<file path="src/rtl/regfile_write_sequencer.sv">
// ---------------------------------------------------------------------------
// regfile_write_sequencer
//
// Sole owner of the integer register file's write port. Out of reset, and
// whenever clear_req is pulsed while running, it sweeps x1..x(NREGS-1) to
// INIT_VALUE, one register per cycle. Otherwise it forwards core writeback
// requests accepted through a valid/ready handshake. Every register-file
// facing output comes straight from a flop so the file sees clean
// we/address/data. wr_count tallies committed writeback writes; clear-sweep
// writes and dropped x0 writes are not counted.
//
// Ports:
//   clk        rising-edge clock
//   reset      synchronous, active-high reset (wins over everything)
//   wb_valid   writeback request valid
//   wb_ready   writeback request accepted when wb_valid && wb_ready
//   wb_addr    writeback destination register
//   wb_data    writeback destination data
//   clear_req  single-cycle pulse, starts a clear sweep (ignored mid-sweep)
//   init_done  high while in RUN
//   rf_we      register-file write enable
//   rf_A3      register-file write address
//   rf_wd      register-file write data
//   wr_count   committed writeback writes, wraps modulo 2^CNT_W
// ---------------------------------------------------------------------------
module regfile_write_sequencer #(
  parameter int               NREGS      = 32,
  parameter int               XLEN       = 32,
  parameter logic [XLEN-1:0]  INIT_VALUE = '0,
  parameter int               CNT_W      = 16
) (
  input  logic                       clk,
  input  logic                       reset,
  input  logic                       wb_valid,
  output logic                       wb_ready,
  input  logic [$clog2(NREGS)-1:0]   wb_addr,
  input  logic [XLEN-1:0]            wb_data,
  input  logic                       clear_req,
  output logic                       init_done,
  output logic                       rf_we,
  output logic [$clog2(NREGS)-1:0]   rf_A3,
  output logic [XLEN-1:0]            rf_wd,
  output logic [CNT_W-1:0]           wr_count
);

  localparam int AW = $clog2(NREGS);
  localparam logic [AW-1:0] LAST_IDX  = AW'(NREGS - 1);
  localparam logic [AW-1:0] FIRST_IDX = AW'(1);

  typedef enum logic {
    CLEAR = 1'b0,
    RUN   = 1'b1
  } state_t;

  state_t            state_reg;
  logic [AW-1:0]     idx_reg;
  logic              rf_we_reg;
  logic [AW-1:0]     rf_a3_reg;
  logic [XLEN-1:0]   rf_wd_reg;
  logic              init_done_reg;
  logic [CNT_W-1:0]  wr_count_reg;

  // A clear request takes priority over a same-cycle writeback, so ready is
  // withheld in that cycle and the writeback stays pending upstream.
  assign wb_ready = (state_reg == RUN) && !clear_req;

  always_ff @(posedge clk) begin
    if (reset) begin
      state_reg     <= CLEAR;
      idx_reg       <= FIRST_IDX;
      rf_we_reg     <= 1'b0;
      rf_a3_reg     <= '0;
      rf_wd_reg     <= '0;
      init_done_reg <= 1'b0;
      wr_count_reg  <= '0;
    end else begin
      case (state_reg)
        CLEAR: begin
          // Sweep never touches x0; idx starts at 1 and stops at NREGS-1.
          rf_we_reg <= 1'b1;
          rf_a3_reg <= idx_reg;
          rf_wd_reg <= INIT_VALUE;
          if (idx_reg == LAST_IDX) begin
            state_reg     <= RUN;
            init_done_reg <= 1'b1;
            idx_reg       <= FIRST_IDX;
          end else begin
            idx_reg <= idx_reg + FIRST_IDX;
          end
        end

        RUN: begin
          if (clear_req) begin
            state_reg     <= CLEAR;
            idx_reg       <= FIRST_IDX;
            init_done_reg <= 1'b0;
            rf_we_reg     <= 1'b0;
          end else if (wb_valid && (wb_addr != '0)) begin
            rf_we_reg    <= 1'b1;
            rf_a3_reg    <= wb_addr;
            rf_wd_reg    <= wb_data;
            wr_count_reg <= wr_count_reg + CNT_W'(1);
          end else begin
            // Idle, or an x0 write that is accepted and silently dropped.
            // Address/data hold their last values.
            rf_we_reg <= 1'b0;
          end
        end

        default: begin
          state_reg <= CLEAR;
          idx_reg   <= FIRST_IDX;
          rf_we_reg <= 1'b0;
        end
      endcase
    end
  end

  assign rf_we     = rf_we_reg;
  assign rf_A3     = rf_a3_reg;
  assign rf_wd     = rf_wd_reg;
  assign init_done = init_done_reg;
  assign wr_count  = wr_count_reg;

endmodule

</file>
<file path="config.mk">
export PLATFORM = sky130hd
export DESIGN_NAME = regfile_write_sequencer
export DESIGN_NICKNAME = d
export VERILOG_FILES = /design/src/rtl/regfile_write_sequencer.sv
export SDC_FILE = /design/constraint.sdc
export NUM_CORES = 1
export LEC_CHECK = 0
export BUFFER_PORTS_ARGS = -buffer_cell sky130_fd_sc_hd__buf_2
export CAP_MARGIN = 0
export CORE_MARGIN = 3
export CORE_UTILIZATION = 51
export DETAILED_ROUTE_END_ITERATION = 16
export PLACE_DENSITY = 0.8
export SYNTH_ARGS = -nofsm -noshare
export SYNTH_HDL_FRONTEND = slang
export SYNTH_SLANG_ARGS = --single-unit
</file>
<file path="constraint.sdc">
create_clock -name clk -period 2.75 [get_ports clk]
set_input_delay 0.1375 -clock clk [delete_from_list [all_inputs] [get_ports clk]]
set_output_delay 0.1375 -clock clk [all_outputs]
set_load 0.05 [all_outputs]
</file>
==> results.md, run 1 <==
* Status: completed
* Worst Max-Slew Pin Slew at 0.867 ns
* Switching portion of total power at 21.8%
* Top cells by count, synth: 61 x dfxtp_1, 19 x a22o_2, 16 x a21oi_1, 14 x nor2_1, 13 x a22o_1
* Die H at 74.4 µm
* Final TNS setup at 0 ns
* Netlist cell types at 43
* Crit path DAT at 2.18 ns
* Comb power frac at 5.0%
* Dpl cells at 363
* NetSw at 382 µW
* Diodes inserted at 0
* Mapped cell area at 2390 µm²
* CP max FO at 19
* Share of cells above drive strength 1 at 42.2%
* Setup ws final at 0.430 ns
* Worst Min Path Start: wb_data[10]
* Sequential fraction of the synthesis area at 51.2%
* Clock Latency Late Sink at 0.32 ns
* FMAX at 0.431 GHz
* Warnings, synthesis at 0
* CTS tree: built
* Startpoint Class: register
* Via density per instance at 5.57
* Post-synthesis instance total at 226
* Clock power frac at 43.6%
* Drt wl/cell at 14.5 µm
* Final setup vio count at 0
* Post_cts resized at 0
* Reg-to-Reg Start: state_reg
* Gpl congestion at 0.892
* Initial core utilization at 53.7%
* Setup Buffers After CTS at 0
* Die X at 74.4 µm
* Crit. End Element: output port
* Die ar. at 5540 µm²
* Worst Hold Class: in2reg
* Cell-internal power at 1.37 mW
* Drt pass-1 iters at 4
* Final hold vios at 0
* Fin crit share at 84.4%
* Synth async-reset ratio at 0%
* Tot Pwr at 1.75 mW
* Row cnt at 24
* Reg2reg setup slack at 0.46 ns
* Worst slew margin at 42.1%
* Static Leak at 1.38 nW
* Max reg flops at 32
* Worst Hold Depth at 2
* Max Buffers Root-to-Sink at 2
* # IOs at 97
* Min Tclk post-route at 2.32 ns
* VDD IR-drop max at 594 µV
* Critical Path RT at 2.61 ns
* Post-route DRC at 0
* Top-area cell type share of the netlist area at 51.2%
* CTS Sinks at 61
* Largest net degree at the start of global routing at 33
* Routed vias at 2112
* Detailed-placement wirelength estimate at 3810 µm
* Fill count at 374
* CTS root buffer: clkbuf_8
* Core Region at 4440 µm²
* Ys flop type: dfxtp_1
* Pre-CTS WS at 0.544 ns
* Port Buffers at 96
* Setup Skew at 0.00524 ns
* Worst Setup SP: state_reg
* First-pass GRT wire length at 8610 µm
* TritonCTS buffer count at 9
* Initial DRC count at 73
* GR Util All Layers at 20.0%
* Fin Hold WS at 0.0289 ns
* Clock-pin slew of the registers on the worst-case setup and hold paths at 0.07 ns
* Top cells by area, synth: dfxtp_1 51%, a22o_2 8.0%, a22o_1 4.8%
* Max Slew Vio Count at 0
* RSZ-0062 raised after global routing: false
* Flop pwr share at 51.5%
* ANT nets after route at 0
* Synthesized flop and latch total at 61
* Setup CP Type: reg2out
* Synth area leader: dfxtp_1
* Most common cell in the netlist: dfxtp_1
* Vias in the first global route at 1940
* Initial antenna violation count at 0
* Number of flops mapped to enable cells by yosys at 0
* Maximum capacitance violations at 0
* Nets at 366
* Post-route insts no fill at 379
* CTS HTree Levels at 3
* Layout overhead on the synthesized area at 27.1%
* PD cells at 578 nW/µm²
* Synth Area per Inst at 10.6 µm²
* Post-synth net total at 270
* R2R depth at 4
* Hold-fix buffers, CTS at 0
* WL final at 5490 µm
* Total gr overflow at 0
## layout by cell type, fill, tap and decap left out, types with 2 or more instances in the layout
cell type	netlist	final
a22o_2	19	19
nand3_1	4	4
o21ai_0	11	11
a21oi_1	16	16
buf_2	1	96
clkbuf_1	4	2
a311oi_1	2	2
nand4_1	3	3
nand2_1	11	11
o2111ai_1	2	2
ha_1	3	3
o31ai_1	4	4
nor2_1	14	14
nor3_1	6	6
a22o_1	13	13
or3_1	7	7
dfxtp_1	61	61
xor2_1	3	3
clkbuf_8	0	10
buf_4	1	2
clkinv_2	0	2
mux2i_1	5	5
a211oi_1	3	3
or4_1	4	4
and4_1	2	2
and3_1	2	2
## area by class of cell
cell class              count  area, µm²  area share [%]
repair buffers             98        495            16.3
well taps                  52       65.1            2.14
multi-input cells         150       1050            34.7
clock inverters             4       47.5            1.57
inverters                   2       7.51           0.247
clock buffers              12        145            4.78
flip-flops and latches     61       1220            40.2
## worst max-delay path, stage by stage (launching register included)
cell	delay (ns)
dfxtp_1	0.73
clkinv_1	0.47
nor2_1	0.34
buf_2	0.32
## metal layers
layer  wire (µm)  GRT usage [%]
met2        2510           33.8
met5           0              0
met1        2500           24.7
met4          70           7.51
met3         405           4.59
## power groups by stage
stage	sequential (mW)	clock, mW	combinational (mW)
3_5_place_dp	0.923	0	0.0864
6_report	0.903	0.763	0.0869
2_1_floorplan	0.935	0	0.0294
5_1_grt	0.903	0.818	0.0948
3_3_place_gp	0.922	0	0.0855
4_1_cts	0.903	0.779	0.0873
## final timing paths
check,end
setup / recovery,wb_ready
hold / removal,rf_wd[10]
setup reg to reg,wr_count[15]
hold reg to reg,rf_wd[9]
## metrics by stage
step	cell area (µm²)	utilization, %
floorplan	2390	-
global placement	2840	63.9
detailed placement	2840	63.9
CTS	3030	68.3
global route	3030	68.3
finish	3030	68.3
## cell families (layout without fill, tap and decap cells)
logic type | after synthesis | after routing | synth area share [%]
compound gates | 74 | 74 | 23.7
xor+xnor | 4 | 4 | 1.47
fa+ha+maj | 3 | 3 | 1.57
buf+inv | 15 | 116 | 4.77
flops | 61 | 61 | 51.2
mux | 5 | 5 | 2.10
simple gates | 64 | 64 | 15.3
Note: power is estimated with default switching activity, not from simulation.
==> inputs of run 2 (changes only) <==
CORE_UTILIZATION = 47   (was 51)
PLACE_DENSITY = 0.74   (was 0.8)
clock period = 2.2 ns   (was 2.75 ns; I/O delays follow)
==> run 2 against run 1 <==
Non-clock buffer count grew 25. Core utilization shrank 0.38 points. Wire length grew 11%. First-iteration DRC count grew 41%. Die area grew 7.8%. Worst hold slack lost 0.019 ns. Total power grew 21%. Via count grew 6.0%. Largest power group unchanged.
==> results.md, run 2 (synthesized netlist as in run 1, its figures left out) <==
* WL final at 6080 µm
* Worst Setup SP: state_reg
* # IOs at 97
* Nets at 391
* CTS Sinks at 61
* Crit-path slowest cell: dfxtp_1
* RSZ-0062 raised after global routing: false
* Startpoint Class: register
* Initial core utilization at 49.6%
* Setup Skew at 0.00998 ns
* Dpl cells at 380
* Initial DRC count at 103
* FMAX at 0.502 GHz
* Die X at 77.3 µm
* Maximum capacitance violations at 0
* CP max FO at 12
* Die H at 77.3 µm
* Most frequent cells in the layout: 96 x buf_2, 61 x dfxtp_1, 23 x dlygate4sd3_1, 19 x a22o_2, 16 x a21oi_1
* Core Region at 4820 µm²
* Fin crit share at 90.5%
* Total gr overflow at 0
* CTS HTree Levels at 3
* Detailed-placement wirelength estimate at 3850 µm
* CTS tree: built
* Largest net degree at the start of global routing at 33
* Layout overhead on the synthesized area at 37.0%
* Row cnt at 25
* Worst r2r dst: wr_count[15]
* TritonCTS buffer count at 9
* Fill count at 397
* Final TNS setup at 0 ns
* Static Leak at 1.48 nW
* Post-route DRC at 0
* Max Slew Vio Count at 0
* Status: completed
* Crit path DAT at 1.88 ns
* Crit. End Element: output port
* Die ar. at 5970 µm²
* Commonest non-fill, non-tap cell in the layout: buf_2
* Reg2reg setup slack at 0.38 ns
* Vias in the first global route at 2155
* CTS root buffer: clkbuf_8
* Via density per instance at 5.37
* First-pass GRT wire length at 10500 µm
* Port Buffers at 96
* Routed vias at 2238
* Worst Hold Class: in2reg
* Share of cells above drive strength 1 at 39.7%
* Max Buffers Root-to-Sink at 2
* Final hold vios at 0
* PD cells at 647 nW/µm²
* Worst slew margin at 60.2%
* Drt pass-1 iters at 6
* Gpl congestion at 0.798
* Worst Max-Slew Pin Slew at 0.597 ns
* Final setup vio count at 0
* Diodes inserted at 0
* Worst setup path end: wb_ready
* Clock Latency Late Sink at 0.33 ns
* Reg-to-Reg Start: state_reg
* Drt wl/cell at 14.6 µm
* Worst Hold Depth at 2
* VDD IR-drop max at 375 µV
* Setup CP Type: reg2out
* Max reg flops at 32
* GR Util All Layers at 21.6%
* Critical path, cell by cell: clkinv_1, nor2_1, buf_2
* Min Tclk post-route at 1.99 ns
* ANT nets after route at 0
* Initial antenna violation count at 0
* Critical Path RT at 2.09 ns
* Slowest cell delay on critical path at 0.54 ns
* R2R depth at 5
* Post-route insts no fill at 417
* Worst Min Path Start: wb_data[6]
* Clock-pin slew of the registers on the worst-case setup and hold paths at 0.07 ns
## run 2: cell type report
cell class	instances	area (µm²)	share of cell area [%]
sequential	61	1220	37.3
multi-input combinational	150	1050	32.2
timing repair buffer	123	741	22.6
clock buffer	12	155	4.74
tap	67	83.8	2.56
clock inverter	2	10.0	0.306
inverter	2	7.51	0.230
## run 2: worst max-delay path, delay by kind of cell (launching register included)
| family | cells | cell delay (ns) |
|---|---|---|
| buffers and inverters | 2 | 0.69 |
| DFF | 1 | 0.54 |
| and+or+nand+nor | 1 | 0.32 |
## run 2: repair_timing
action | 4_1_cts | 5_1_grt
gates resized for setup | 0 | 0
hold buffers | 23 | 0
buffers inserted | 0 | 0
endpoints found under the hold margin | 23 | 0
endpoints found under the setup margin | 0 | 0
## run 2: through the flow
step                utilization (%)  setup slack, ns  hold WS [ns]  power, mW  cell area, µm²
finish                         67.9            0.210       0.00990       2.11            3270
global route                   67.9           0.0434       0.00612       2.21            3270
CTS                            67.9            0.201      0.000388       2.14            3270
detailed placement             59.7            0.411         0.333       1.26            2880
global placement               59.7            0.451         0.328       1.26            2880
floorplan                         -            0.172         0.243       1.21            2390
## run 2: worst min path at each step
stage                      endpoint
final                      rf_wd[6]
after global routing       rf_wd[7]
after CTS                 rf_wd[12]
after detailed placement   rf_wd[4]
after global placement     rf_wd[5]
after floorplan           rf_wd[10]
## run 2: per-layer routing
layer  vias up  share of wire, %  global-route usage, %
met5         -                 0                      0
met4         0               2.3                   9.96
met3        17               6.8                   5.75
met2        89                46                   32.8
met1      1024                45                   28.7
li1       1108                 -                      -
## run 2: report_power, final
| group | switching [mW] | leakage (nW) | internal, mW |
|---|---|---|---|
| sequential | 0.0117 | 0.493 | 1.12 |
| combinational | 0.0682 | 0.895 | 0.0735 |
| clock | 0.390 | 0.0881 | 0.454 |
| total | 0.470 | 1.48 | 1.64 |
==> inputs of run 3 (changes only) <==
CORE_UTILIZATION = 45   (was 47)
CTS_BUF_LIST = sky130_fd_sc_hd__clkbuf_8 sky130_fd_sc_hd__clkbuf_16   (was unset)
PLACE_DENSITY = 0.71   (was 0.74)
==> run 3 against run 2 <==
Total power increased by 12%. Non-clock buffer count up 9. Register-to-register slack improved by 0.08 ns. Global-route usage about the same. Fmax increased by 5.8%. Combinational power up 9.9%. Wire length up 6.3%. Sequential power hardly changed. Cell count grew 2.6%. Final area up 4.2%. Clock power is 28% higher. Critical endpoint unchanged. Largest cell class unchanged.
==> results.md, run 3 (synthesized netlist as in run 1, its figures left out) <==
* Max Buffers Root-to-Sink at 2
* Most frequent cells in the layout: 96 x buf_2, 61 x dfxtp_1, 32 x dlygate4sd3_1, 19 x a22o_2, 16 x a21oi_1
* CTS tree: built
* Crit. End Element: output port
* Gpl congestion at 0.836
* Detailed-placement wirelength estimate at 4020 µm
* CTS Sinks at 61
* Maximum capacitance violations at 0
* Max Slew Vio Count at 0
* Startpoint Class: register
* Largest net degree at the start of global routing at 33
* Critical Path RT at 2.09 ns
* Total gr overflow at 0
* Die H at 78.8 µm
* Setup CP Type: reg2out
* Share of cells above drive strength 1 at 39.3%
* Routed vias at 2271
* Die ar. at 6210 µm²
* Worst Hold Class: in2reg
* Worst Setup SP: state_reg
* Crit path DAT at 1.77 ns
* First-pass GRT wire length at 10600 µm
* Fin crit share at 85.5%
* PD cells at 693 nW/µm²
* Diodes inserted at 0
* GR Util All Layers at 21.6%
* Drt wl/cell at 15.1 µm
* Cell-internal power at 1.83 mW
* Final TNS setup at 0 ns
* Port Buffers at 96
* Clock Latency Late Sink at 0.34 ns
* CP max FO at 9
* Static Leak at 1.53 nW
* FMAX at 0.532 GHz
* Final hold vios at 0
* Worst Max-Slew Pin Slew at 0.604 ns
* Initial antenna violation count at 0
* ANT nets after route at 0
* Layout overhead on the synthesized area at 42.8%
* Dpl cells at 380
* Status: completed
* Area of the multi-input gates at 1050 µm²
* Core Region at 4910 µm²
* Commonest non-fill, non-tap cell in the layout: buf_2
* Fill count at 369
* Worst slew margin at 59.7%
* Die X at 78.8 µm
* Via density per instance at 5.31
* Reg-to-Reg Start: idx_reg[0]
* VDD IR-drop max at 404 µV
* Clock power frac at 45.6%
* Vias in the first global route at 2204
* Setup Buffers After CTS at 0
* Min Tclk post-route at 1.88 ns
* WL final at 6460 µm
* Setup ws final at 0.319 ns
* Row cnt at 25
* Clock-pin slew of the registers on the worst-case setup and hold paths at 0.07 ns
* Initial core utilization at 48.6%
* Switching portion of total power at 22.5%
* Post-route insts no fill at 428
* Reg area at 1220 µm²
* Post_cts resized at 0
* Comb power frac at 6.6%
* # IOs at 97
* Worst Min Path Start: wb_addr[0]
* TritonCTS buffer count at 9
* CTS HTree Levels at 3
* RSZ-0062 raised after global routing: false
* Initial DRC count at 96
* Drt pass-1 iters at 4
* Post-route DRC at 0
* CTS root buffer: clkbuf_8
* Pre-CTS WS at 0.445 ns
* Setup Skew at 0.00717 ns
* Max reg flops at 32
* Nets at 400
* Flop pwr share at 47.8%
* Hold-fix buffers, CTS at 32
* NetSw at 531 µW
* Final setup vio count at 0
* Final Util at 69.4%
## run 3: cell count changes in the layout (fill, tap and decap cells not counted)
cell,delta
clkinv_2,+1
bufinv_16,+2
clkbuf_1,-1
dlygate4sd3_1,+9
clkinvlp_4,+2
clkbuf_8,-2
## run 3: metrics by stage
step                power (mW)  hold slack, ns  area (µm²)
floorplan                 1.21           0.243        2390
global placement          1.26           0.327        2880
detailed placement        1.26           0.333        2880
CTS                       2.38          0.0590        3410
global route              2.45          0.0898        3410
finish                    2.36          0.0787        3410
## run 3: power by group through the flow
| stage | registers, mW | logic (mW) | clock network (mW) |
|---|---|---|---|
| after floorplan | 1.17 | 0.0367 | 0 |
| after global placement | 1.15 | 0.108 | 0 |
| after detailed placement | 1.15 | 0.108 | 0 |
| after CTS | 1.13 | 0.153 | 1.10 |
| after global routing | 1.13 | 0.169 | 1.15 |
| final | 1.13 | 0.156 | 1.08 |
## run 3: worst paths after layout
path | cells after the start | slack, ns | to
max | 3 | 0.32 | wb_ready
min | 3 | 0.08 | rf_A3[0]
max reg2reg | 6 | 0.46 | idx_reg[0]
min reg2reg | 1 | 0.47 | rf_wd[1]
## run 3: critical path, stage by stage (launching register included)
cell	delay [ns]
dfxtp_1	0.45
clkinv_1	0.32
nor2_1	0.35
buf_2	0.33
## run 3: cell type report
cell class | instances | area share, %
Sequential cell | 61 | 35.8
Inverter | 2 | 0.220
Clock inverter | 7 | 2.64
Tap cell | 67 | 2.46
Multi-Input combinational cell | 150 | 30.9
Clock buffer | 9 | 3.63
Timing Repair Buffer | 132 | 24.4
## run 3: metal layers
metal  part of all wire (%)  GRT usage, %
met5                      0             0
met4                    1.4          11.3
met3                    7.4          6.46
met2                     45          33.5
met1                     46          27.1
